File: src/rtl/vga_timing_gen.sv
// vga_timing_gen -- raster timing generator for a VGA-style display.
//
// Produces the pixel column / line counters and the sync, display-enable and
// line/frame start strobes for a configurable video mode. Every output is a
// register; sync and display-enable are decoded from the counter values about
// to be loaded, so they carry no skew relative to the counter outputs.
//
// Parameters
//   H_ACTIVE/H_FP/H_SYNC/H_BP  horizontal active, front porch, sync, back porch
//   V_ACTIVE/V_FP/V_SYNC/V_BP  vertical equivalents, in lines
//   HS_POL/VS_POL              asserted sync level (0 = active-low)
//   CNT_W                      counter width; both totals must fit in 2^CNT_W
//
// Ports
//   PixClk      in   pixel clock, all state on its rising edge
//   Locked      in   asynchronous active-low reset (e.g. PLL lock)
//   PixEn       in   pixel clock-enable; state advances only when high
//   Hcounter    out  current pixel column, 0..H_TOTAL-1
//   Vcounter    out  current line, 0..V_TOTAL-1
//   Hsync       out  horizontal sync, HS_POL while asserted
//   Vsync       out  vertical sync, VS_POL while asserted
//   DispEn      out  high inside the active area
//   LineStart   out  one-cycle pulse after Hcounter is loaded with 0
//   FrameStart  out  one-cycle pulse after (Hcounter,Vcounter) is loaded with (0,0)

module vga_timing_gen #(
  parameter int H_ACTIVE = 640,
  parameter int H_FP     = 16,
  parameter int H_SYNC   = 96,
  parameter int H_BP     = 48,
  parameter int V_ACTIVE = 480,
  parameter int V_FP     = 10,
  parameter int V_SYNC   = 2,
  parameter int V_BP     = 33,
  parameter bit HS_POL   = 1'b0,
  parameter bit VS_POL   = 1'b0,
  parameter int CNT_W    = 10
) (
  input  logic             PixClk,
  input  logic             Locked,
  input  logic             PixEn,
  output logic [CNT_W-1:0] Hcounter,
  output logic [CNT_W-1:0] Vcounter,
  output logic             Hsync,
  output logic             Vsync,
  output logic             DispEn,
  output logic             LineStart,
  output logic             FrameStart
);

  localparam int H_TOTAL = H_ACTIVE + H_FP + H_SYNC + H_BP;
  localparam int V_TOTAL = V_ACTIVE + V_FP + V_SYNC + V_BP;

  localparam logic [CNT_W-1:0] H_LAST     = CNT_W'(H_TOTAL - 1);
  localparam logic [CNT_W-1:0] V_LAST     = CNT_W'(V_TOTAL - 1);
  localparam logic [CNT_W-1:0] H_ACT_END  = CNT_W'(H_ACTIVE);
  localparam logic [CNT_W-1:0] V_ACT_END  = CNT_W'(V_ACTIVE);
  localparam logic [CNT_W-1:0] HS_FIRST   = CNT_W'(H_ACTIVE + H_FP);
  localparam logic [CNT_W-1:0] HS_LAST    = CNT_W'(H_ACTIVE + H_FP + H_SYNC - 1);
  localparam logic [CNT_W-1:0] VS_FIRST   = CNT_W'(V_ACTIVE + V_FP);
  localparam logic [CNT_W-1:0] VS_LAST    = CNT_W'(V_ACTIVE + V_FP + V_SYNC - 1);

  // Sync level for a counter value: asserted level inside [first, last].
  // A zero-width sync (last < first) never asserts.
  function automatic logic sync_level(input logic [CNT_W-1:0] cnt,
                                      input logic [CNT_W-1:0] first,
                                      input logic [CNT_W-1:0] last,
                                      input logic             pol);
    return ((cnt >= first) && (cnt <= last)) ? pol : ~pol;
  endfunction

  logic             h_wrap;
  logic             v_wrap;
  logic [CNT_W-1:0] h_nxt;
  logic [CNT_W-1:0] v_nxt;

  // ---- stage 0: next raster position, assuming this edge is enabled ----
  always_comb begin
    h_wrap = (Hcounter == H_LAST);
    v_wrap = (Vcounter == V_LAST);
    h_nxt  = h_wrap ? '0 : Hcounter + 1'b1;
    v_nxt  = Vcounter;
    if (h_wrap) begin
      v_nxt = v_wrap ? '0 : Vcounter + 1'b1;
    end
  end

  // ---- stage 1: counters and their decodes registered together ----
  // Reset parks the raster on its last position so the first enabled edge
  // lands on (0,0) and the first frame is complete.
  always_ff @(posedge PixClk or negedge Locked) begin
    if (!Locked) begin
      Hcounter   <= H_LAST;
      Vcounter   <= V_LAST;
      Hsync      <= ~HS_POL;
      Vsync      <= ~VS_POL;
      DispEn     <= 1'b0;
      LineStart  <= 1'b0;
      FrameStart <= 1'b0;
    end else begin
      // Strobes are rewritten every edge, so they drop after one PixClk
      // cycle even when the following edge is not enabled.
      LineStart  <= PixEn && h_wrap;
      FrameStart <= PixEn && h_wrap && v_wrap;
      if (PixEn) begin
        Hcounter <= h_nxt;
        Vcounter <= v_nxt;
        Hsync    <= sync_level(h_nxt, HS_FIRST, HS_LAST, HS_POL);
        Vsync    <= sync_level(v_nxt, VS_FIRST, VS_LAST, VS_POL);
        DispEn   <= (h_nxt < H_ACT_END) && (v_nxt < V_ACT_END);
      end
    end
  end

endmodule

File: config.mk
export PLATFORM = sky130hd
export DESIGN_NAME = vga_timing_gen
export DESIGN_NICKNAME = d
export VERILOG_FILES = /design/src/rtl/vga_timing_gen.sv
export SDC_FILE = /design/constraint.sdc
export NUM_CORES = 1
export LEC_CHECK = 0
export BUFFER_PORTS_ARGS = -buffer_cell sky130_fd_sc_hd__buf_2
export CORE_MARGIN = 10
export CORE_UTILIZATION = 45
export DETAILED_ROUTE_END_ITERATION = 7
export HOLD_SLACK_MARGIN = 0.02
export PLACE_DENSITY = 0.66
export SLEW_MARGIN = 30
export SYNTH_ARGS = -nofsm -noshare
export SYNTH_HDL_FRONTEND = slang
export SYNTH_SLANG_ARGS = --single-unit
File: constraint.sdc
create_clock -name PixClk -period 7.48 [get_ports PixClk]
set_input_delay 0.374 -clock PixClk [delete_from_list [all_inputs] [get_ports PixClk]]
set_output_delay 0.374 -clock PixClk [all_outputs]
set_load 0.05 [all_outputs]
# Yosys cells after proc, flatten, opt, wreduce, memory -nomap -nowiden
# Index checks and enable logic that the tools add are counted.
classes:
  n_eq_ne: 2
  magnitude_cmp: 6
  mux: 5
  addsub: 2
  reduce_logical: 5
ops:
  columns: ["op", "count"]
  rows:
  - ["2-to-1 mux 10 bit", 3]
  - ["adder 10 x 1 -> 10 bit, second input constant", 2]
  - ["equality test 10 bit, second input constant", 2]
  - [">= comparator 10 bit, second input constant", 1]
  - [">= comparator 10 x 9 -> 1 bit, second input constant", 1]
  - ["<= comparator 10 bit, second input constant", 1]
  - ["<= comparator 10 x 9 -> 1 bit, second input constant", 1]
  - ["< comparator 10 bit, second input constant", 1]
  - ["< comparator 10 x 9 -> 1 bit, second input constant", 1]
  - ["logical AND 1 bit", 5]
  - ["2-to-1 mux 1 bit", 2]
totals:
  ff_bits: 25
  input_bits: 3
  output_inout_bits: 25
  wordCells: 27

# Longest topological paths before layout
logic_depth:
  word_depth: 6
  mapped_depth: 9
  mapped_depth_nobuf: 8

# Worst setup path after synthesis
# OpenSTA, ideal clock, no wires.
synth_path:
  path_kind: "register to register"
  start: "reg Hcounter[1]"
  end: "reg Vsync"
  required_time_ps: 7403
  slack_ps: 4764
  n_path_buf: 1
  synth_period_minus_slack_ps: 2716
  stages_incl_launch_ff: 9
  setup_time_ps: 77
  arrival_time_ps: 2639
  cell_sequence: "dfstp_2 ha_1 nand4_1 or3_1 buf_2 or4_1 and2_1 and4_4 a31oi_1"
synth_between:
  elab_chain_len: 5
  elab_cells_between_ends: 6
  cone_classes: "order compare: 2; eq/ne: 1; mux: 2; reduce/logical: 1"
synth_rtl:
  columns: ["item", "line_no", "rtl"]
  rows:
  - ["start: declaration", "42", "output logic [CNT_W-1:0] Hcounter,"]
  - ["start signal: assignment", "106", "Hcounter <= h_nxt;"]
  - ["equality test 10 bit *", "79", "h_wrap = (Hcounter == H_LAST);"]
  - ["2-to-1 mux 10 bit *", "83", "if (h_wrap) begin"]
  - [">= comparator 10 x 9 -> 1 bit / <= comparator 10 x 9 -> 1 bit (equally long branches)", "69", "return ((cnt >= first) && (cnt <= last)) ? pol : ~pol;"]
  - ["logical AND 1 bit *", "69", null]
  - ["2-to-1 mux 1 bit *", "69", null]
  - ["end signal: assignment", "96", "Vsync <= ~VS_POL;"]
  - ["end signal: assignment", "109", "Vsync <= sync_level(v_nxt, VS_FIRST, VS_LAST, VS_POL);"]
  - ["end: declaration", "45", "output logic Vsync,"]
# Mark *: on every way between the ends. The rest lies on a longest branch, timed or not.
# A chain may end at the register's enable or synchronous reset.

# Final worst setup path
layout_path:
  start: "reg Hcounter[1]"
  end: "reg Vcounter[7]"
layout_between:
  elab_chain_len: 2
layout_rtl:
  columns: ["item", "line_no", "rtl"]
  rows:
  - ["equality test 10 bit", "79", null]
  - ["2-to-1 mux 10 bit", "83", null]
  - ["end signal: assignment", "107", "Vcounter <= v_nxt;"]
  - ["end: declaration", "43", "output logic [CNT_W-1:0] Vcounter,"]
# Every way passes these cells.

==> results.yml <==
clock_tree:
  post_cts_resized: 0
  cts_tree: "built"
  clk_pin_slew_ns: 0.14
  clk_latency_ns: 0.33
  cts_hold_buf: 0
  cts_buffers: 3
  post-cts-setup-buffers: 0
  cts.path.max_buffers: 2
  cts_num_sinks: 25
  clock-root-buffer: "clkbuf_4"
  htreeDepth: 1
layout:
  area_delta_synth_final_pct: 10.3
  layout_common_cells: "buf_2, o21ai_0, nand2_1"
  drive_above_1_share: 0.242
  n_fill_cell: 337
  stdcell_area_um2: 1790
  layout_commonest_cell: "buf_2"
  regArea_um2: 641
  layout.cells.non_filler: 257
  nNetsFinal: 219
  n_antenna_cell: 0
  final_util: 0.524
  multi_input_area_um2: 897
timing:
  period_share: 0.377
  rsz0062_at_grt: "no"
  setup_tns_ns: 0
  fmax_mhz: 355
  holdWs_ns: 0.00235
  skew_ns: 0.00169
  setup_viol: 0
  slew_viol_final: 0
  hold_violations: 0
  fin_ws_ns: 4.66
  fin_crit_ns: 2.82
  max_slew_margin: 0.452
  max_slew.worst_pin.slew_ns: 0.816
worst_setup_path:
  critPathArrivalTime_ns: 3.07
  crit_family: "simple AND/OR/NAND/NOR gates"
  cp_slowest_stage_delay_ns: 0.73
  startpoint_type: "flip-flop"
  crit_chain: "ha_1, nand4_1, nor3_1, nand2_1, inv_1, nand4_1, o21ai_0"
  worst_path_most_repeated_cell: "nand4_1"
  cp.required_ns: 7.73
  cpMaxStageDelayCell: "nor3_1"
  crit_type: "flip-flop to flip-flop"
  worst_setup_path_end_kind: "flip-flop"
  worst-path-buf-inv: 1
  crit_fanout: 9
global_routing:
  grt_pass1_wl_mm: 6.74
  grt_max_degree: 26
  grt_overflow: 0
  grt.total_usage: 0.128
  antenna_found_initial: 0
  grt_pass1_vias: 1399
pwr:
  power_uw: 414
  ir_drop_uv: 143
  leakage_nw: 0.705
  power_density_nw_per_um2: 231
placed_design:
  globalplace.congestion: 0.840
  pre_cts_ws_ns: 4.80
  dp_hpwl_mm: 2.87
  placed_cell_area_um2: 1760
  portBuffers: 27
  post-place-cells: 253
yosys:
  synth_top_area_share: 0.200
  synth_top_family_by_area: "simple AND/OR/NAND/NOR gates"
  synth_top_flop_cell: "dfrtp_1"
  yosys.area_share.adder: 0.0308
  synth_edf_count: 0
  muxShareOfSynthArea: 0.0131
  syn_area_um2: 1620
  syn-num-nets: 198
  ys_warn_count: 0
  ys_ff_latch: 25
  synth_cell_types: 42
  async_flop_share: 1.00
  synth_top_cell_by_area: "dfrtp_1"
  netlist_instances: 191
  synthTopCellsByArea: "dfrtp_1, dfstp_2, o21ai_0, xnor2_1, nand3_1"
  synth_xor_area_frac: 0.0702
  syn_area_per_cell_um2: 8.50
  ys_seq_area_frac: 0.395
  synth-simple-area-share: 0.280
  synth-compound-area-share: 0.159
status:
  status: "complete, no violations"
route:
  drtIter0Drc: 220
  via_per_inst: 5.85
  vias: 1504
  first_pass_iters: 4
  drcViolationCount: 0
  ant_nets: 0
  wl_mm: 3.98
  wl_per_cell_um: 15.5
die:
  die_w_um: 80.1
  fp.dieH_um: 80.1
  rows: 21
  coreArea_um2: 3420
  dieArea_um2: 6410
  start_util: 0.475
  pin_count: 28
min_path:
  hold_class: "primary input to async pin"
flow_run:
  maxCapViolCount: 0
## final timing paths
kind                                     to  cells after the start  slack, ns   startpoint
worst max register to register  Vcounter[7]                      7       4.66  Hcounter[1]
min in group PixClk             Hcounter[9]                      3       0.43        PixEn
worst max-delay path            Vcounter[7]                      7       4.66  Hcounter[1]
max in group asynchronous       Hcounter[3]                      1       7.10       Locked
worst min register to register        Vsync                      2       0.50        Vsync
worst min-delay path            Vcounter[1]                      1      0.002       Locked
## cell type report
type                       instances  share of cell area
inverter                           7              0.0147
multi-input combinational        147               0.501
clock buffer                       4              0.0147
tap                               46              0.0321
sequential                        25               0.358
timing repair buffer              28              0.0797
## state kept, by name (all words and copies together), names as in the netlist
register    count
LineStart       1
Vsync           1
DispEn          1
FrameStart      1
Hcounter       10
Hsync           1
Vcounter       10
## synth_stat cells, types with 4 or more instances
library cell	count
a21oi_1	11
and3_1	4
buf_2	5
clkbuf_1	5
dfrtp_1	13
dfstp_2	12
ha_1	4
inv_1	7
nand2_1	17
nand3_1	13
nand4_1	5
nor2_1	16
nor3_1	6
o21ai_0	19
o31ai_1	5
xnor2_1	10
## where the power goes
group          internal, mW  total, mW  switching, mW
sequential            0.162      0.199         0.0368
clock                0.0209     0.0634         0.0425
combinational        0.0441      0.152          0.107
## cell families after synthesis
kind of cell | Yosys count
muxes | 2
xor gates and xnor gates | 13
adders and majority gates | 4
DFF | 25
and+or+nand+nor | 84
AOI/OAI and AO/OA | 44
buffers and inverters | 19
## metal layers
| layer | GRT usage | vias to the layer above | routed length, um |
|---|---|---|---|
| li1 | - | 732 | - |
| met1 | 0.182 | 714 | 1930 |
| met2 | 0.186 | 53 | 1740 |
| met3 | 0.0256 | 5 | 257 |
| met4 | 0.0423 | 0 | 51 |
| met5 | 0 | - | 0 |
Power figures use the tool's default switching activity.
